$ cat src/rtl/note_delay_pkg.sv
// Shared constants and types for the note delay timer: channel modes,
// channel FSM encoding, default tick rate and the standard channel setup.
package note_delay_pkg;

  localparam logic MODE_ONESHOT = 1'b0;
  localparam logic MODE_RELOAD  = 1'b1;

  localparam int TICK_DIV_16HZ = 3125000;

  localparam int CH_INSERT    = 0;
  localparam int CH_PLAY      = 1;
  localparam int INSERT_TICKS = 6;
  localparam int PLAY_TICKS   = 126;

  typedef enum logic {
    ST_IDLE = 1'b0,
    ST_RUN  = 1'b1
  } ch_state_e;

  // Per-channel control state; kept as one struct so a checker can bind to it.
  typedef struct packed {
    ch_state_e state;
    logic      mode;
  } ch_status_t;

endpackage

$ cat src/rtl/note_tick_gen.sv
// Free-running divider producing a one-cycle tick every TICK_DIV clocks.
// The tick is high exactly while the divider holds TICK_DIV-1.
module note_tick_gen #(
  parameter int TICK_DIV = 3125000
) (
  input  logic CLOCK_50,
  input  logic reset,
  output logic tick
);

  localparam int DIV_W = $clog2(TICK_DIV);
  localparam logic [DIV_W-1:0] DIV_LAST = DIV_W'(TICK_DIV - 1);

  logic [DIV_W-1:0] div_q, div_d;
  logic             tick_q, tick_d;

  always_comb begin
    div_d  = (div_q == DIV_LAST) ? '0 : div_q + DIV_W'(1);
    tick_d = (div_d == DIV_LAST);
  end

  always_ff @(posedge CLOCK_50 or posedge reset) begin
    if (reset) begin
      div_q  <= '0;
      tick_q <= 1'b0;
    end else begin
      div_q  <= div_d;
      tick_q <= tick_d;
    end
  end

  assign tick = tick_q;

endmodule

$ cat src/rtl/note_delay_timer.sv
// Multi-channel one-shot / auto-reload tick delay timer with a shared tick divider.
// Optional per-channel tick pause enabled by defining NOTE_DELAY_PAUSE_EN.
module note_delay_timer
  import note_delay_pkg::*;
#(
  parameter int N_CH     = 2,
  parameter int WIDTH    = 7,
  parameter int TICK_DIV = TICK_DIV_16HZ
) (
  input  logic                   CLOCK_50,
  input  logic                   reset,
  input  logic [N_CH-1:0]        start,
  input  logic [N_CH-1:0]        abort,
  input  logic [N_CH-1:0]        mode,
  input  logic [N_CH*WIDTH-1:0]  load_val,
`ifdef NOTE_DELAY_PAUSE_EN
  input  logic [N_CH-1:0]        pause,
`endif
  output logic [N_CH-1:0]        busy,
  output logic [N_CH-1:0]        done,
  output logic [N_CH*WIDTH-1:0]  count,
  output logic                   tick
);

  logic tick_w;

  note_tick_gen #(
    .TICK_DIV (TICK_DIV)
  ) u_tick_gen (
    .CLOCK_50 (CLOCK_50),
    .reset    (reset),
    .tick     (tick_w)
  );

  assign tick = tick_w;

  for (genvar i = 0; i < N_CH; i++) begin : g_ch
    ch_status_t       st_q, st_d;
    logic [WIDTH-1:0] cnt_q, cnt_d;
    logic [WIDTH-1:0] rel_q, rel_d;
    logic             done_q, done_d;
    logic [WIDTH-1:0] ld;
    logic             tick_use;

    assign ld = load_val[i*WIDTH +: WIDTH];

`ifdef NOTE_DELAY_PAUSE_EN
    assign tick_use = tick_w & ~pause[i];
`else
    assign tick_use = tick_w;
`endif

    // abort beats start beats tick; a start swallows any coincident tick.
    always_comb begin
      st_d   = st_q;
      cnt_d  = cnt_q;
      rel_d  = rel_q;
      done_d = 1'b0;
      if (abort[i]) begin
        st_d.state = ST_IDLE;
        cnt_d      = '0;
      end else if (start[i]) begin
        cnt_d     = ld;
        rel_d     = ld;
        st_d.mode = mode[i];
        if (ld != '0) begin
          st_d.state = ST_RUN;
        end else begin
          st_d.state = ST_IDLE;
          done_d     = 1'b1;
        end
      end else if (st_q.state == ST_RUN && tick_use) begin
        if (cnt_q == WIDTH'(1)) begin
          done_d = 1'b1;
          if (st_q.mode == MODE_RELOAD) begin
            cnt_d = rel_q;
          end else begin
            cnt_d      = '0;
            st_d.state = ST_IDLE;
          end
        end else begin
          cnt_d = cnt_q - WIDTH'(1);
        end
      end
    end

    always_ff @(posedge CLOCK_50 or posedge reset) begin
      if (reset) begin
        st_q   <= '{state: ST_IDLE, mode: MODE_ONESHOT};
        cnt_q  <= '0;
        rel_q  <= '0;
        done_q <= 1'b0;
      end else begin
        st_q   <= st_d;
        cnt_q  <= cnt_d;
        rel_q  <= rel_d;
        done_q <= done_d;
      end
    end

    assign busy[i]                  = (st_q.state == ST_RUN);
    assign done[i]                  = done_q;
    assign count[i*WIDTH +: WIDTH]  = cnt_q;
  end

endmodule
$ cat config.mk
export PLATFORM = sky130hd
export DESIGN_NAME = note_delay_timer
export DESIGN_NICKNAME = d
export VERILOG_FILES = /design/src/rtl/note_delay_pkg.sv /design/src/rtl/note_tick_gen.sv /design/src/rtl/note_delay_timer.sv
export SDC_FILE = /design/constraint.sdc
export NUM_CORES = 1
export LEC_CHECK = 0
export ABC_AREA = 1
export ABC_CLOCK_PERIOD_IN_PS = 1900
export BUFFER_PORTS_ARGS = -buffer_cell sky130_fd_sc_hd__buf_2
export CORE_MARGIN = 3
export CORE_UTILIZATION = 54
export CTS_BUF_LIST = sky130_fd_sc_hd__clkbuf_4 sky130_fd_sc_hd__clkbuf_8
export CTS_CLUSTER_DIAMETER = 60
export DETAILED_ROUTE_END_ITERATION = 16
export PLACE_DENSITY = 0.76
export RECOVER_POWER = 50
export SYNTH_ARGS = -nofsm -noshare
export SYNTH_HDL_FRONTEND = slang
export SYNTH_SLANG_ARGS = --single-unit
$ cat constraint.sdc
create_clock -name CLOCK_50 -period 1.9 [get_ports CLOCK_50]
set_input_delay 0.475 -clock CLOCK_50 [delete_from_list [all_inputs] [get_ports CLOCK_50]]
set_output_delay 0.475 -clock CLOCK_50 [all_outputs]
set_load 0.03 [all_outputs]
==> results of run 1 <==
==> layout make-up <==
cell class | instances | area share [%]
Clock buffer | 13 | 4.11
Clock inverter | 3 | 1.03
Tap cell | 75 | 2.41
Sequential cell | 57 | 36.7
Timing Repair Buffer | 52 | 7.03
Multi-Input combinational cell | 326 | 41.4
Inverter | 76 | 7.32
==> through the flow <==
step | hold slack [ns] | area (µm²)
floorplan | 0.480 | 3360
global placement | 0.520 | 3670
detailed placement | 0.515 | 3670
CTS | 0.193 | 3870
global route | 0.354 | 3900
finish | 0.359 | 3900
==> layer usage <==
layer	share of wire, %	GRT usage, %
met3	6.2	6.70
met2	46	35.9
met1	46	31.7
met5	0	0
met4	1.4	9.35
==> tightest hold or removal path, cell delays in order <==
cell	delay, ns
buf_2	0.10
inv_1	0.05
clkbuf_2	0.59
==> cells in the final DEF, fill, tap and decap left out, types with 4 or more instances in the layout <==
cell / n
nand2_1: 102
inv_1: 75
nor2_1: 68
dfrtp_1: 55
nand3_1: 47
buf_2: 38
o21ai_0: 34
a31oi_1: 15
nand4_1: 10
clkbuf_8: 10
nor2_2: 9
buf_4: 8
o21bai_1: 6
xor2_1: 5
clkbuf_1: 5
o211ai_1: 4
nand2_2: 4
ha_1: 4
==> path summary, 6_finish.rpt <==
kind | from | endpoint | slack (ns) | depth (start not counted)
setup / recovery | u_tick_gen.div_q[1]$_DFF_PP0_ | u_tick_gen.tick$_DFF_PP0_ | 0.18 | 13
hold / removal | reset | g_ch[0].rel_q[4]$_DFFE_PP0P_ | 0.36 | 3
setup reg to reg | u_tick_gen.div_q[1]$_DFF_PP0_ | u_tick_gen.tick$_DFF_PP0_ | 0.18 | 13
hold reg to reg | g_ch[1].st_q[0]$_DFFE_PP0P_ | busy[1]$_DFFE_PP0P_ | 0.53 | 2
max in group asynchronous | reset | u_tick_gen.div_q[0]$_DFF_PP0_ | 0.46 | 3
min in group CLOCK_50 | abort[0] | busy[0]$_DFFE_PP0P_ | 0.36 | 2
==> power by group <==
| part | total, mW | internal (mW) | switching, mW |
|---|---|---|---|
| registers | 1.35 | 1.30 | 0.0569 |
| clock network | 1.16 | 0.682 | 0.474 |
| logic | 0.482 | 0.154 | 0.328 |
==> registers in the layout, summed over array words and instances (netlist names) <==
signal and cells:
u_tick_gen.div_q 22, g_ch.cnt_q 14, g_ch.rel_q 14, busy 2
g_ch.done_q 2, g_ch.st_q 2, u_tick_gen.tick 1
==> cell families after synthesis <==
group                    share of synthesized area [%]
AND/OR/NAND/NOR                                   32.7
adder cells (fa/ha/maj)                           2.24
flip-flops                                        42.5
XOR/XNOR                                          1.30
AO/OA/AOI/OAI                                     11.4
buffers and inverters                             9.84
==> what timing repair did <==
item / in CTS / in global routing
gates resized for setup: 0 / 8
endpoints found under the hold margin: 0 / 0
buffers inserted: 0 / 4
endpoints found under the setup margin: 0 / 10
==> impl_metrics.tcl, run 1 <==
set metrics [dict create \
    outcome "finished, final reports clean" \
    routed_wl_um 7870 \
    power-per-cell-area_mw_per_mm2 768 \
    numCtsBuffers 9 \
    die_y_um 84.8 \
    max_freq_mhz 581 \
    skew_ns 0.0109 \
    drive_above_1_share_pct 16.7 \
    worst_setup_path_end_kind "flop" \
    crit_type "flop to flop" \
    place_hpwl_um 5880 \
    ant_nets 0 \
    wl_per_cell_um 13.1 \
    cpLargestDelayFamily "simple AND/OR/NAND/NOR gates" \
    instances_no_fill 602 \
    num_rows 28 \
    grt_max_degree 32 \
    grt_pass1_vias 3080 \
    post-place-ws_ns 0.0994 \
    grt_overflow 0 \
    io_pins 41 \
    p_leak_nw 1.97 \
    cp_max_fo 4 \
    gp_congestion 0.983 \
    io_buffers 40 \
    syn_area_mm2 0.00336 \
    max-clock-path-buffers 2 \
    yosys.area.top_type "dfrtp_1" \
    regArea_mm2 0.00143 \
    antenna_cells 0 \
    fin_nets 550 \
    cts_tree "done" \
    multiInputGateArea_mm2 0.00162 \
    fin_util_pct 65.4 \
    cts_hold_buf 0 \
    root_buffer "clkbuf_8" \
    yosys_warnings 0 \
    maxSlewHeadroom_pct 7.18 \
    ys.flop_type "dfrtp_1" \
    crit_top_cell "nand2_1" \
    syn_nets 495 \
    worstPathRequired_ns 2.17 \
    synthCells 467 \
    seq_area_frac_synth_pct 42.5 \
    start_util_pct 56.4 \
    min_path_type "primary input to asynchronous set/reset pin" \
    slowest_stage "dfrtp_1" \
    tightest_slew_ns 1.39 \
    antenna_found_initial 0 \
    clk_pin_slew_ns 0.07 \
    startpoint_type "flop" \
    cts_sinks 57 \
    gr-usage-all-layers_pct 23.5 \
    dp.cells 582 \
    htreeDepth 3 \
    fin_setup_tns_ns 0 \
    drv_slew 0 \
    arrival_ns 1.99 \
    ys_top_cells_by_area "dfrtp_1 42%, nand2_1 11%, inv_1 8.5%" \
    drc 0 \
    clk-insertion-delay-late_ns 0.34 \
    drt_iter0_markers 175 \
    fillCellCount 519 \
    period_needed_ns 1.72 \
    ys_async_sr_fraction_pct 100 \
    core_mm2 0.00596 \
    synth_cell_types 25 \
    viasPerCell 5.37 \
    grt_pass1_wl_um 13800 \
    synth_top_cell_area_share_pct 42.5 \
    fin_crit_sh_pct 90.6 \
    drv_cap 0 \
    power.total_mw 2.99 \
    finalSetupViolCount 0 \
    syn_avg_cell_area_um2 7.19 \
    ir_drop_v 0.000507 \
    synth_most_common_cell "nand2_1" \
    worstPathCellList "ha_2 -> inv_1 -> nor2_4 -> buf_4 -> nand2_1 -> nand2_1 -> nand2_1 -> nand3_1 -> nor2_1 -> nand2_1 -> nor2_1 -> nand2_1 -> nor2_1" \
    ys_seq_elements 57 \
    fp.dieW_um 84.8 \
    syn2layout_area_growth_pct 16.1 \
    slowest_delay_ns 0.42 \
    dieArea_mm2 0.00720 \
    crit_buf_inv 2 \
    drtPass1Iterations 5 \
    layout_setup_ws_ns 0.178 \
    vias 3234 \
    hold_violations 0 \
    synth.cells.most_frequent "102 x nand2_1, 76 x inv_1, 70 x nor2_1" \
    synth-edff-count 0 \
]
No activity file was read; power rests on OpenSTA's default activity.
==> run 2: changes to the inputs <==
- CORE_UTILIZATION: 54 -> 55
- SYNTH_HIERARCHICAL: unset -> 1
==> run 2 against run 1 <==
Via count grew 6.4%. Worst hold slack gained 0.0065 ns. Fmax grew 1.7%. Sequential share of layout area shrank 2.8 points. Register-to-register slack gained 0.03 ns. Highest routed layer unchanged. Sequential power grew 3%. Critical path type unchanged. Clock-buffer cell count is the same. Final cell count grew 9.8%. Synthesized cell count grew 14%.
==> impl_metrics.tcl, run 2 <==
set metrics [dict create \
    outcome "finished, final reports clean" \
    hold_ws_ns 0.366 \
    synth_cell_types 37 \
    synth_most_common_cell "nand2_1" \
    io_buffers 40 \
    power.total_mw 3.14 \
    cp_max_fo 5 \
    p_leak_nw 2.15 \
    synth_top_cell_area_share_pct 37.8 \
    regMostFlops "u_tick_gen/div_q" \
    numCtsBuffers 9 \
    max_freq_mhz 590 \
    crit_type "flop to flop" \
    drt_iter0_markers 218 \
    yosys_warnings 6 \
    grt_pass1_wl_um 14600 \
    drv_cap 0 \
    min_path_type "primary input to flop" \
    layout_setup_ws_ns 0.206 \
    synth_compound_area_share_pct 8.49 \
    worst_setup_path_end_kind "flop" \
    post-place-ws_ns 0.178 \
    seq_area_frac_synth_pct 37.8 \
    dieArea_mm2 0.00789 \
    ys_top_cells_by_area "dfrtp_1 38%, nand2_1 14%, inv_1 8.9%" \
    max-clock-path-buffers 2 \
    gp_congestion 0.873 \
    ir_drop_v 0.000439 \
    cts_hold_buf 0 \
    cts_sinks 57 \
    synth-simple-area-share_pct 38.7 \
    drv_slew 0 \
    core_mm2 0.00649 \
    cts_tree "done" \
    ys_async_sr_fraction_pct 100 \
    hold_violations 0 \
    grt_overflow 0 \
    rsz0062_at_grt "no" \
    reg_top3 "u_tick_gen/div_q (22), g_ch.cnt_q (14), g_ch.rel_q (14)" \
    synth_top_family_by_area "simple AND/OR/NAND/NOR gates" \
    synthCells 534 \
    dp.cells 645 \
    antenna_found_initial 0 \
    final_area_mm2 0.00422 \
    power-per-cell-area_mw_per_mm2 744 \
    syn2layout_area_growth_pct 11.8 \
    tightest_slew_ns 1.31 \
    synthAdderAreaFrac_pct 1.99 \
    synth-edff-count 0 \
    muxShareOfSynthArea_pct 0 \
    synth.cells.most_frequent "140 x nand2_1, 89 x inv_1, 67 x nor2_1" \
    finalSetupViolCount 0 \
    viasPerCell 5.20 \
    die_y_um 88.8 \
    drtPass1Iterations 4 \
    mostFrequentLayoutCells "141 x nand2_1, 90 x inv_1, 65 x nor2_1" \
    fin_util_pct 64.9 \
    layout_commonest_cell "nand2_1" \
    io_pins 41 \
    clk_pin_slew_ns 0.07 \
    arrival_ns 1.97 \
    yosys.area_share.xor_xnor_pct 1.86 \
    syn_area_mm2 0.00377 \
    start_util_pct 58.1 \
    fillCellCount 585 \
    ant_nets 0 \
    gr-usage-all-layers_pct 24.0 \
    instances_no_fill 661 \
    wl_per_cell_um 13.0 \
    grt_util_met2_pct 39.3 \
    syn_nets 562 \
    skew_ns 0.00713 \
    worstPathRequired_ns 2.18 \
    fp.dieW_um 88.8 \
    syn_avg_cell_area_um2 7.06 \
    place_hpwl_um 6470 \
    ys_seq_elements 57 \
    num_rows 29 \
    use_met3_pct 4.10 \
    drive_above_1_share_pct 17.6 \
    antenna_cells 0 \
    grt_max_degree 35 \
    fin_nets 607 \
    routed_wl_um 8580 \
    htreeDepth 3 \
    largest_register_ffs 22 \
    period_needed_ns 1.69 \
    yosys.area.top_type "dfrtp_1" \
    drc 0 \
    ys.flop_type "dfrtp_1" \
    vias 3440 \
    placed_cell_area_mm2 0.00401 \
    fin_crit_sh_pct 89.2 \
    fin_setup_tns_ns 0 \
    startpoint_type "flop" \
    clk-insertion-delay-late_ns 0.34 \
    top_usage_layer "met2" \
    root_buffer "clkbuf_8" \
    grt_pass1_vias 3164 \
    grtUsageMet1_pct 31.2 \
    maxSlewHeadroom_pct 12.9 \
]
## run 2: kinds of logic after synthesis
kind of cell               after synthesis
and+or+nand+nor                        308
buffers and inverters                  101
DFF                                     57
AOI/OAI and AO/OA                       54
xor gates and xnor gates                 8
adders and majority gates                6
## run 2: critical path: stages, from the launching register on
cell	delay, ns
dfrtp_1	0.40
ha_1	0.21
nand3_1	0.13
inv_1	0.13
nand2_2	0.11
nor2_2	0.12
nand2_1	0.06
nand2_1	0.10
nand3_1	0.10
nor2_1	0.11
nand3_1	0.07
nor2_1	0.09
## run 2: power breakdown
group	switching (mW)	internal, mW
logic	0.388	0.193
clock network	0.486	0.681
registers	0.0927	1.30
## run 2: area by class of cell
cell class | count | area, µm² | area share, %
well taps | 77 | 96.3 | 2.29
inverters | 92 | 345 | 8.19
clock inverters | 3 | 40.0 | 0.950
clock buffers | 13 | 160 | 3.80
flip-flops and latches | 57 | 1430 | 33.8
multi-input cells | 376 | 1930 | 45.9
repair buffers | 43 | 214 | 5.08
## run 2: what timing repair did
action,in CTS,in global routing
buffers inserted,0,0
resized for setup,0,5
setup endpoints to repair,0,1
## run 2: metal layers
metal,wire length [µm],vias up
met2,4120,97
met1,3860,1564
li1,-,1761
met3,399,18
met4,197,0
met5,0,-
## run 2: path summary, 6_finish.rpt
check	from	endpoint	slack, ns	depth (start not counted)
setup / recovery	u_tick_gen/div_q[0]$_DFF_PP0_	u_tick_gen/tick$_DFF_PP0_	0.21	11
hold / removal	mode[0]	g_ch[0].st_q[0]$_DFFE_PP0P_	0.37	3
setup reg to reg	u_tick_gen/div_q[0]$_DFF_PP0_	u_tick_gen/tick$_DFF_PP0_	0.21	11
hold reg to reg	g_ch[0].rel_q[4]$_DFFE_PP0P_	g_ch[0].rel_q[4]$_DFFE_PP0P_	0.48	2
max in group asynchronous	reset	u_tick_gen/div_q[1]$_DFF_PP0_	0.55	3
min in group asynchronous	reset	g_ch[0].rel_q[3]$_DFFE_PP0P_	0.38	3
==> run 3: changes to the inputs <==
- CORE_ASPECT_RATIO: unset -> 1.2
==> run 3 against run 2 <==
Power shrank 8.5%. Die area about the same. Combinational power fell by 0.9%. Critical endpoint unchanged. Largest cell class unchanged.
==> impl_metrics.tcl, run 3 (synthesis results as in run 2) <==
set metrics [dict create \
    tightest_slew_ns 1.36 \
    grt_pass1_wl_um 14500 \
    post-place-ws_ns 0.0673 \
    skew_ns 0.00837 \
    gp_congestion 0.944 \
    ir_drop_v 0.000351 \
    period_needed_ns 1.79 \
    start_util_pct 57.8 \
    multiInputGateArea_mm2 0.00193 \
    arrival_ns 2.06 \
    fillCellCount 602 \
    clk-insertion-delay-late_ns 0.34 \
    cts_sinks 57 \
    htreeDepth 3 \
    fp.dieW_um 81.6 \
    regArea_mm2 0.00143 \
    viasPerCell 5.22 \
    wl_per_cell_um 13.1 \
    antenna_found_initial 0 \
    slowest_delay_ns 0.40 \
    core_mm2 0.00653 \
    layout_setup_ws_ns 0.107 \
    slowest_stage "dfrtp_1" \
    clk_pin_slew_ns 0.06 \
    vias 3464 \
    regMostFlops "u_tick_gen/div_q" \
    syn2layout_area_growth_pct 10.1 \
    numCtsBuffers 9 \
    instances_no_fill 664 \
    place_hpwl_um 6490 \
    die_y_um 96.7 \
    drc 0 \
    drv_slew 0 \
    worstPathCellList "ha_1 -> nand3_1 -> inv_1 -> nand2_2 -> nor2_1 -> nand2_1 -> nand2_1 -> nand3_1 -> nor2_1 -> nand3_1 -> nor2_1" \
    dieArea_mm2 0.00789 \
    power-per-cell-area_mw_per_mm2 692 \
    mostFrequentLayoutCells "141 x nand2_1, 90 x inv_1, 66 x nor2_1" \
    antenna_cells 0 \
    drive_above_1_share_pct 16.4 \
    max-clock-path-buffers 2 \
    reg_top3 "u_tick_gen/div_q (22), g_ch.cnt_q (14), g_ch.rel_q (14)" \
    io_pins 41 \
    worstPathRequired_ns 2.16 \
    power.total_mw 2.87 \
    startpoint_type "flop" \
    fin_nets 606 \
    finalSetupViolCount 0 \
    num_rows 32 \
    dp.cells 652 \
    grt_pass1_vias 3295 \
    layout_commonest_cell "nand2_1" \
    routed_wl_um 8680 \
    outcome "finished, final reports clean" \
    cts_tree "done" \
    largest_register_ffs 22 \
    grt_overflow 0 \
    crit_type "flop to flop" \
    drtPass1Iterations 5 \
    gr-usage-all-layers_pct 23.3 \
    ant_nets 0 \
    hold_violations 0 \
    fin_crit_sh_pct 94.4 \
    cp_max_fo 5 \
    root_buffer "clkbuf_8" \
    min_path_type "primary input to flop" \
    drt_iter0_markers 265 \
    worst_setup_path_end_kind "flop" \
    maxSlewHeadroom_pct 9.64 \
    max_freq_mhz 558 \
    drv_cap 0 \
    p_leak_nw 2.11 \
    io_buffers 40 \
    hold_ws_ns 0.363 \
    grt_max_degree 35 \
]
[run 3: worst paths after layout]
kind	slack (ns)	to	from	cells after the start
worst max-delay path	0.11	u_tick_gen/tick$_DFF_PP0_	u_tick_gen/div_q[0]$_DFF_PP0_	11
worst min-delay path	0.36	g_ch[1].st_q[0]$_DFFE_PP0P_	mode[1]	3
worst max register to register	0.11	u_tick_gen/tick$_DFF_PP0_	u_tick_gen/div_q[0]$_DFF_PP0_	11
worst min register to register	0.49	g_ch[0].rel_q[3]$_DFFE_PP0P_	g_ch[0].rel_q[3]$_DFFE_PP0P_	2
max in group asynchronous	0.49	u_tick_gen/div_q[7]$_DFF_PP0_	reset	3
min in group asynchronous	0.41	g_ch[0].st_q[0]$_DFFE_PP0P_	reset	3
[run 3: stage by stage]
step / util (%) / cell area (µm²) / TNS [ns]
3_3_place_gp: 61.5 / 4020 / 0
2_1_floorplan: - / 3770 / 0
5_1_grt: 63.6 / 4150 / -0.0457
4_1_cts: 63.7 / 4160 / 0
3_5_place_dp: 61.5 / 4020 / 0
6_report: 63.6 / 4150 / 0
[run 3: routing by layer]
| layer | GRT usage [%] | vias to the layer above | routed length, µm |
|---|---|---|---|
| li1 | - | 1753 | - |
| met1 | 28.6 | 1571 | 3810 |
| met2 | 37.8 | 108 | 4140 |
| met5 | 0 | - | 0 |
| met4 | 13.7 | 0 | 320 |
| met3 | 3.54 | 32 | 414 |
[run 3: worst max-delay path: cells and delay by family, from the launching register on]
kind | cells | cell delay (ns)
and+or+nand+nor | 9 | 1.00
DFF | 1 | 0.40
adders and majority gates | 1 | 0.21
buffers and inverters | 1 | 0.13
[run 3: what timing repair did]
action                                  4_1_cts  5_1_grt
setup buffers                                 0        0
endpoints found under the setup margin        0        1
hold buffers                                  0        0
resized for setup                             0        3
[run 3: final cells by class]
class                      instances  area share (%)
clock buffer                      10            3.16
sequential                        57            34.3
clock inverter                     2           0.241
multi-input combinational        376            46.4
timing repair buffer              42            4.94
tap                               85            2.56
inverter                          92            8.32
[run 3: power breakdown]
| part | switching (mW) | internal (mW) |
|---|---|---|
| clock | 0.455 | 0.453 |
| combinational | 0.384 | 0.192 |
| sequential | 0.0909 | 1.30 |
